## src/rtl/uart_tx_frame_ctrl.sv

```systemverilog
// UART transmit engine: pulls words from a FWFT FIFO and serializes start, data (LSB first),
// optional parity and 1/2 stop bits at one bit per CLK, with gapless back-to-back frames.
module uart_tx_frame_ctrl #(
   parameter  int DATA_WIDTH = 8,
   localparam int CNT_W      = $clog2(DATA_WIDTH)
) (
   input  logic                  CLK,
   input  logic                  RST,
   input  logic [DATA_WIDTH-1:0] P_DATA,
   input  logic                  f_empty,
   input  logic                  PAR_EN,
   input  logic                  PAR_TYP,
   input  logic                  STOP2,
   output logic                  rd_inc,
   output logic                  TX_OUT,
   output logic                  busy
);

   typedef enum logic [2:0] {
      S_IDLE   = 3'd0,
      S_START  = 3'd1,
      S_DATA   = 3'd2,
      S_PARITY = 3'd3,
      S_STOP1  = 3'd4,
      S_STOP2  = 3'd5
   } state_e;

   state_e                  state_q, state_d;
   logic [CNT_W-1:0]        cnt_q, cnt_d;
   logic [DATA_WIDTH-1:0]   shift_q, shift_d;
   logic                    par_en_q, par_en_d;
   logic                    stop2_q, stop2_d;
   logic                    par_q, par_d;
   logic                    tx_q, tx_d;
   logic                    busy_q, busy_d;
   logic                    last_stop;
   logic                    accept;

   // A new word may be taken only when the line would otherwise go idle next cycle.
   assign last_stop = ((state_q == S_STOP1) && !stop2_q) || (state_q == S_STOP2);
   assign accept    = RST && !f_empty && ((state_q == S_IDLE) || last_stop);
   assign rd_inc    = accept;
   assign TX_OUT    = tx_q;
   assign busy      = busy_q;

   always_ff @(posedge CLK or negedge RST) begin
      if (!RST) begin
         state_q  <= S_IDLE;
         cnt_q    <= '0;
         shift_q  <= '0;
         par_en_q <= 1'b0;
         stop2_q  <= 1'b0;
         par_q    <= 1'b0;
         tx_q     <= 1'b1;
         busy_q   <= 1'b0;
      end else begin
         state_q  <= state_d;
         cnt_q    <= cnt_d;
         shift_q  <= shift_d;
         par_en_q <= par_en_d;
         stop2_q  <= stop2_d;
         par_q    <= par_d;
         tx_q     <= tx_d;
         busy_q   <= busy_d;
      end
   end

   always_comb begin
      state_d = state_q;
      case (state_q)
         S_IDLE:   state_d = accept ? S_START : S_IDLE;
         S_START:  state_d = S_DATA;
         S_DATA:   if (cnt_q == CNT_W'(DATA_WIDTH-1))
                      state_d = par_en_q ? S_PARITY : S_STOP1;
         S_PARITY: state_d = S_STOP1;
         S_STOP1:  if (stop2_q) state_d = S_STOP2;
                   else         state_d = accept ? S_START : S_IDLE;
         S_STOP2:  state_d = accept ? S_START : S_IDLE;
         default:  state_d = S_IDLE;
      endcase
   end

   // Datapath next-state: config is sampled only on the accept edge.
   always_comb begin
      cnt_d    = '0;
      shift_d  = shift_q;
      par_en_d = par_en_q;
      stop2_d  = stop2_q;
      par_d    = par_q;
      if (state_q == S_DATA && state_d == S_DATA)
         cnt_d = cnt_q + CNT_W'(1);
      if (accept) begin
         shift_d  = P_DATA;
         par_en_d = PAR_EN;
         stop2_d  = STOP2;
         par_d    = (^P_DATA) ^ PAR_TYP;
      end else if (state_d == S_DATA) begin
         shift_d  = shift_q >> 1;
      end
   end

   // Line value follows the state being entered, so each state lasts one bit time.
   always_comb begin
      tx_d   = 1'b1;
      busy_d = 1'b0;
      case (state_d)
         S_IDLE:   begin tx_d = 1'b1;       busy_d = 1'b0; end
         S_START:  begin tx_d = 1'b0;       busy_d = 1'b1; end
         S_DATA:   begin tx_d = shift_q[0]; busy_d = 1'b1; end
         S_PARITY: begin tx_d = par_q;      busy_d = 1'b1; end
         S_STOP1:  begin tx_d = 1'b1;       busy_d = 1'b1; end
         S_STOP2:  begin tx_d = 1'b1;       busy_d = 1'b1; end
         default:  begin tx_d = 1'b1;       busy_d = 1'b0; end
      endcase
   end

endmodule

```

## config.mk

```make
export PLATFORM = sky130hd
export DESIGN_NAME = uart_tx_frame_ctrl
export DESIGN_NICKNAME = d
export VERILOG_FILES = /design/src/rtl/uart_tx_frame_ctrl.sv
export SDC_FILE = /design/constraint.sdc
export NUM_CORES = 1
export LEC_CHECK = 0
export CAP_MARGIN = 20
export CORE_MARGIN = 5
export CORE_UTILIZATION = 30
export DETAILED_ROUTE_END_ITERATION = 10
export GPL_TIMING_DRIVEN = 1
export HOLD_SLACK_MARGIN = 0.03
export PLACE_DENSITY = 0.47
export SYNTH_ARGS = -nofsm -noshare
export SYNTH_HDL_FRONTEND = slang
export SYNTH_SLANG_ARGS = --single-unit
```

## constraint.sdc

```tcl
create_clock -name CLK -period 3.4 [get_ports CLK]
set_input_delay 0.68 -clock CLK [delete_from_list [all_inputs] [get_ports CLK]]
set_output_delay 0.68 -clock CLK [all_outputs]
set_load 0.05 [all_outputs]
```

==> results.json <==
{
  "drc_errors": 0,
  "grt_pass1_vias": 733,
  "cts_hold_buffers": 0,
  "syn_avg_cell_area_um2": 12.8,
  "numCtsBuffers": 3,
  "max_cap_violations": 0,
  "dieArea_um2": 4770,
  "antenna_cells": 0,
  "start_util_pct": 31.1,
  "antenna_left": 0,
  "ir_drop_v": 0.000222,
  "cts-root-buf": "clkbuf_4",
  "p_switching_uw": 329,
  "layout_setup_ws_ns": 0.451,
  "post_cts_resize_count": 0,
  "hpwl_um": 1430,
  "setup_viol": 0,
  "cts_tree": "done",
  "cts.clk_slew.worst_paths_ns": 0.11,
  "endpoint_kind": "primary output",
  "synth_area_um2": 1050,
  "synth_nets": 98,
  "grt_pass1_wl_um": 3210,
  "dp_slack_ns": 0.450,
  "synthArstFlopShare_pct": 100,
  "cp_max_fo": 13,
  "tightest_slew_ns": 0.558,
  "postCtsSetupRepairBufs": 0,
  "crit_required_ns": 2.72,
  "drv_slew": 0,
  "regArea_um2": 477,
  "fin_crit_sh_pct": 86.7,
  "rsz0062_at_grt": "no",
  "p_leak_uw": 0.000593,
  "die_x_um": 69.1,
  "rows": 21,
  "fmax_mhz": 339,
  "critPathArrivalTime_ns": 2.27,
  "utilization_pct": 38.4,
  "cts_buffer_depth": 2,
  "finalNetCount": 117,
  "multi_input_area_um2": 532,
  "clock_sinks": 19,
  "power_density_nw_per_um2": 734,
  "p_seq_share_pct": 40.5,
  "synthFlopType": "dfrtp_1",
  "startpoint_type": "input port",
  "num_io_pins": 17,
  "setup-tns-final_ns": 0,
  "vias": 655,
  "core_area_um2": 3360,
  "synth_edf_count": 0,
  "vias_per_cell": 4.49,
  "relSlewSlack_pct": 62.8,
  "antenna_found_initial": 0,
  "syn_inst": 82,
  "htree_num_levels": 1,
  "fin_skew_ns": 0.00513,
  "combPwrFrac_pct": 47.5,
  "wl_per_cell_um": 12.8,
  "p_int_uw": 618,
  "grt_max_degree": 21,
  "layout-drive-gt1-share_pct": 28.0,
  "syn2layout_area_growth_pct": 23.3,
  "crit_type": "in2out",
  "gr-total-overflow": 0,
  "gp_congestion": 0.685,
  "routed_wl_um": 1860,
  "hold_viol": 0,
  "period_needed_ns": 2.95,
  "die_h_um": 69.1,
  "fillerInstances": 370,
  "hold_class": "reg2reg",
  "synth.distinct_cells": 32,
  "clk_latency_ns": 0.29,
  "swShare_pct": 34.8,
  "outcome": "complete, no violations",
  "yosys_warnings": 0,
  "drtIter0Drc": 12,
  "track_usage_pct": 8.19,
  "synth-seq-cells": 19,
  "clockPowerShare_pct": 12.0,
  "dr.pass1.iters": 4,
  "yosysSeqAreaShare_pct": 45.6,
  "io_buffers": 16
}
[critical path, stage by stage]
cell,delay (ns)
clkdlybuf4s50_1,0.48
or3b_4,0.39
a211o_4,0.42
inv_1,0.15
buf_12,0.15
[cells in the final DEF, fill, tap and decap left out, types with 2 or more instances in the layout]
cell / instances
a21oi_1: 2
and2_1: 2
clkbuf_4: 3
clkdlybuf4s50_1: 15
dfrtp_1: 18
ha_1: 2
inv_1: 5
mux2_2: 8
mux2_4: 8
nand2_1: 2
nand2b_1: 4
nor2_1: 2
nor4_1: 2
o21ai_0: 2
xnor2_1: 4
xor2_1: 2
[path summary, 6_finish.rpt]
path	startpoint	to	slack, ns	cells past startpoint
setup reg to reg	cnt_q[0]$_DFF_PN0_	shift_q[4]$_DFFE_PN0P_	1.19	6
max in group asynchronous	RST	TX_OUT$_DFF_PN1_	2.38	2
setup / recovery	RST	rd_inc	0.45	5
hold / removal	cnt_q[0]$_DFF_PN0_	cnt_q[0]$_DFF_PN0_	0.45	1
min in group asynchronous	RST	cnt_q[0]$_DFF_PN0_	0.75	2
hold reg to reg	cnt_q[0]$_DFF_PN0_	cnt_q[0]$_DFF_PN0_	0.45	1
[through the flow]
| step | cells | power [uW] | cell area, um^2 | hold WS [ns] |
|---|---|---|---|---|
| 2_1_floorplan | 82 | 735 | 1050 | 0.384 |
| 3_3_place_gp | 142 | 841 | 1260 | 0.441 |
| 3_5_place_dp | 142 | 849 | 1260 | 0.442 |
| 4_1_cts | 146 | 967 | 1290 | 0.458 |
| 5_1_grt | 146 | 1020 | 1290 | 0.487 |
| 6_report | 146 | 947 | 1290 | 0.450 |
[registers in the layout (all words and copies together), names as in the netlist]
name	cells
TX_OUT	1
state_q	3
cnt_q	3
busy	1
stop2_q	1
par_en_q	1
shift_q	8
par_q	1
[power by group through the flow]
| stage | clock network (uW) | registers (uW) | logic, uW |
|---|---|---|---|
| 2_1_floorplan | 0 | 402 | 333 |
| 6_report | 113 | 384 | 450 |
| 5_1_grt | 130 | 395 | 491 |
| 4_1_cts | 121 | 385 | 461 |
| 3_5_place_dp | 0 | 389 | 459 |
| 3_3_place_gp | 0 | 388 | 452 |
[layout make-up]
| cell class | instances | area share (%) |
|---|---|---|
| multi-input combinational | 55 | 41.2 |
| sequential | 19 | 37.0 |
| timing repair buffer | 17 | 13.8 |
| tap | 46 | 4.46 |
| clock buffer | 3 | 1.75 |
| inverter | 5 | 1.45 |
| clock inverter | 1 | 0.388 |
[per-layer routing]
| layer | GRT usage, % | vias up | share of wire (%) |
|---|---|---|---|
| met5 | 0 | - | 0 |
| met4 | 3.25 | 0 | 0.54 |
| met3 | 2.47 | 2 | 4.8 |
| met2 | 13.7 | 14 | 49 |
| met1 | 9.78 | 317 | 45 |
| li1 | - | 322 | - |
[Yosys cell counts (all sizes together), types with 2 or more instances]
| master | instances | share of area [%] |
|---|---|---|
| a21oi | 2 | 0.96 |
| and2 | 2 | 1.2 |
| clkbuf | 2 | 0.72 |
| dfrtp | 18 | 43 |
| ha | 2 | 2.4 |
| inv | 5 | 1.8 |
| mux2 | 16 | 20 |
| nand2 | 2 | 0.72 |
| nand2b | 4 | 2.4 |
| nor2 | 2 | 0.72 |
| nor4 | 2 | 1.2 |
| o21ai | 2 | 0.96 |
| or3b | 2 | 1.9 |
| xnor2 | 4 | 3.3 |
| xor2 | 2 | 1.7 |
[cell families (layout without fill, tap and decap cells)]
family	count (synthesis)	in the layout	share of synthesized area (%)
AO/OA/AOI/OAI	10	10	8.97
XOR/XNOR	7	7	7.18
buffers and inverters	8	26	3.59
flip-flops	19	19	45.6
multiplexers	16	16	20.1
adder cells (fa/ha/maj)	2	2	2.39
AND/OR/NAND/NOR	20	20	12.2
No activity file was read; power rests on OpenSTA's default activity.
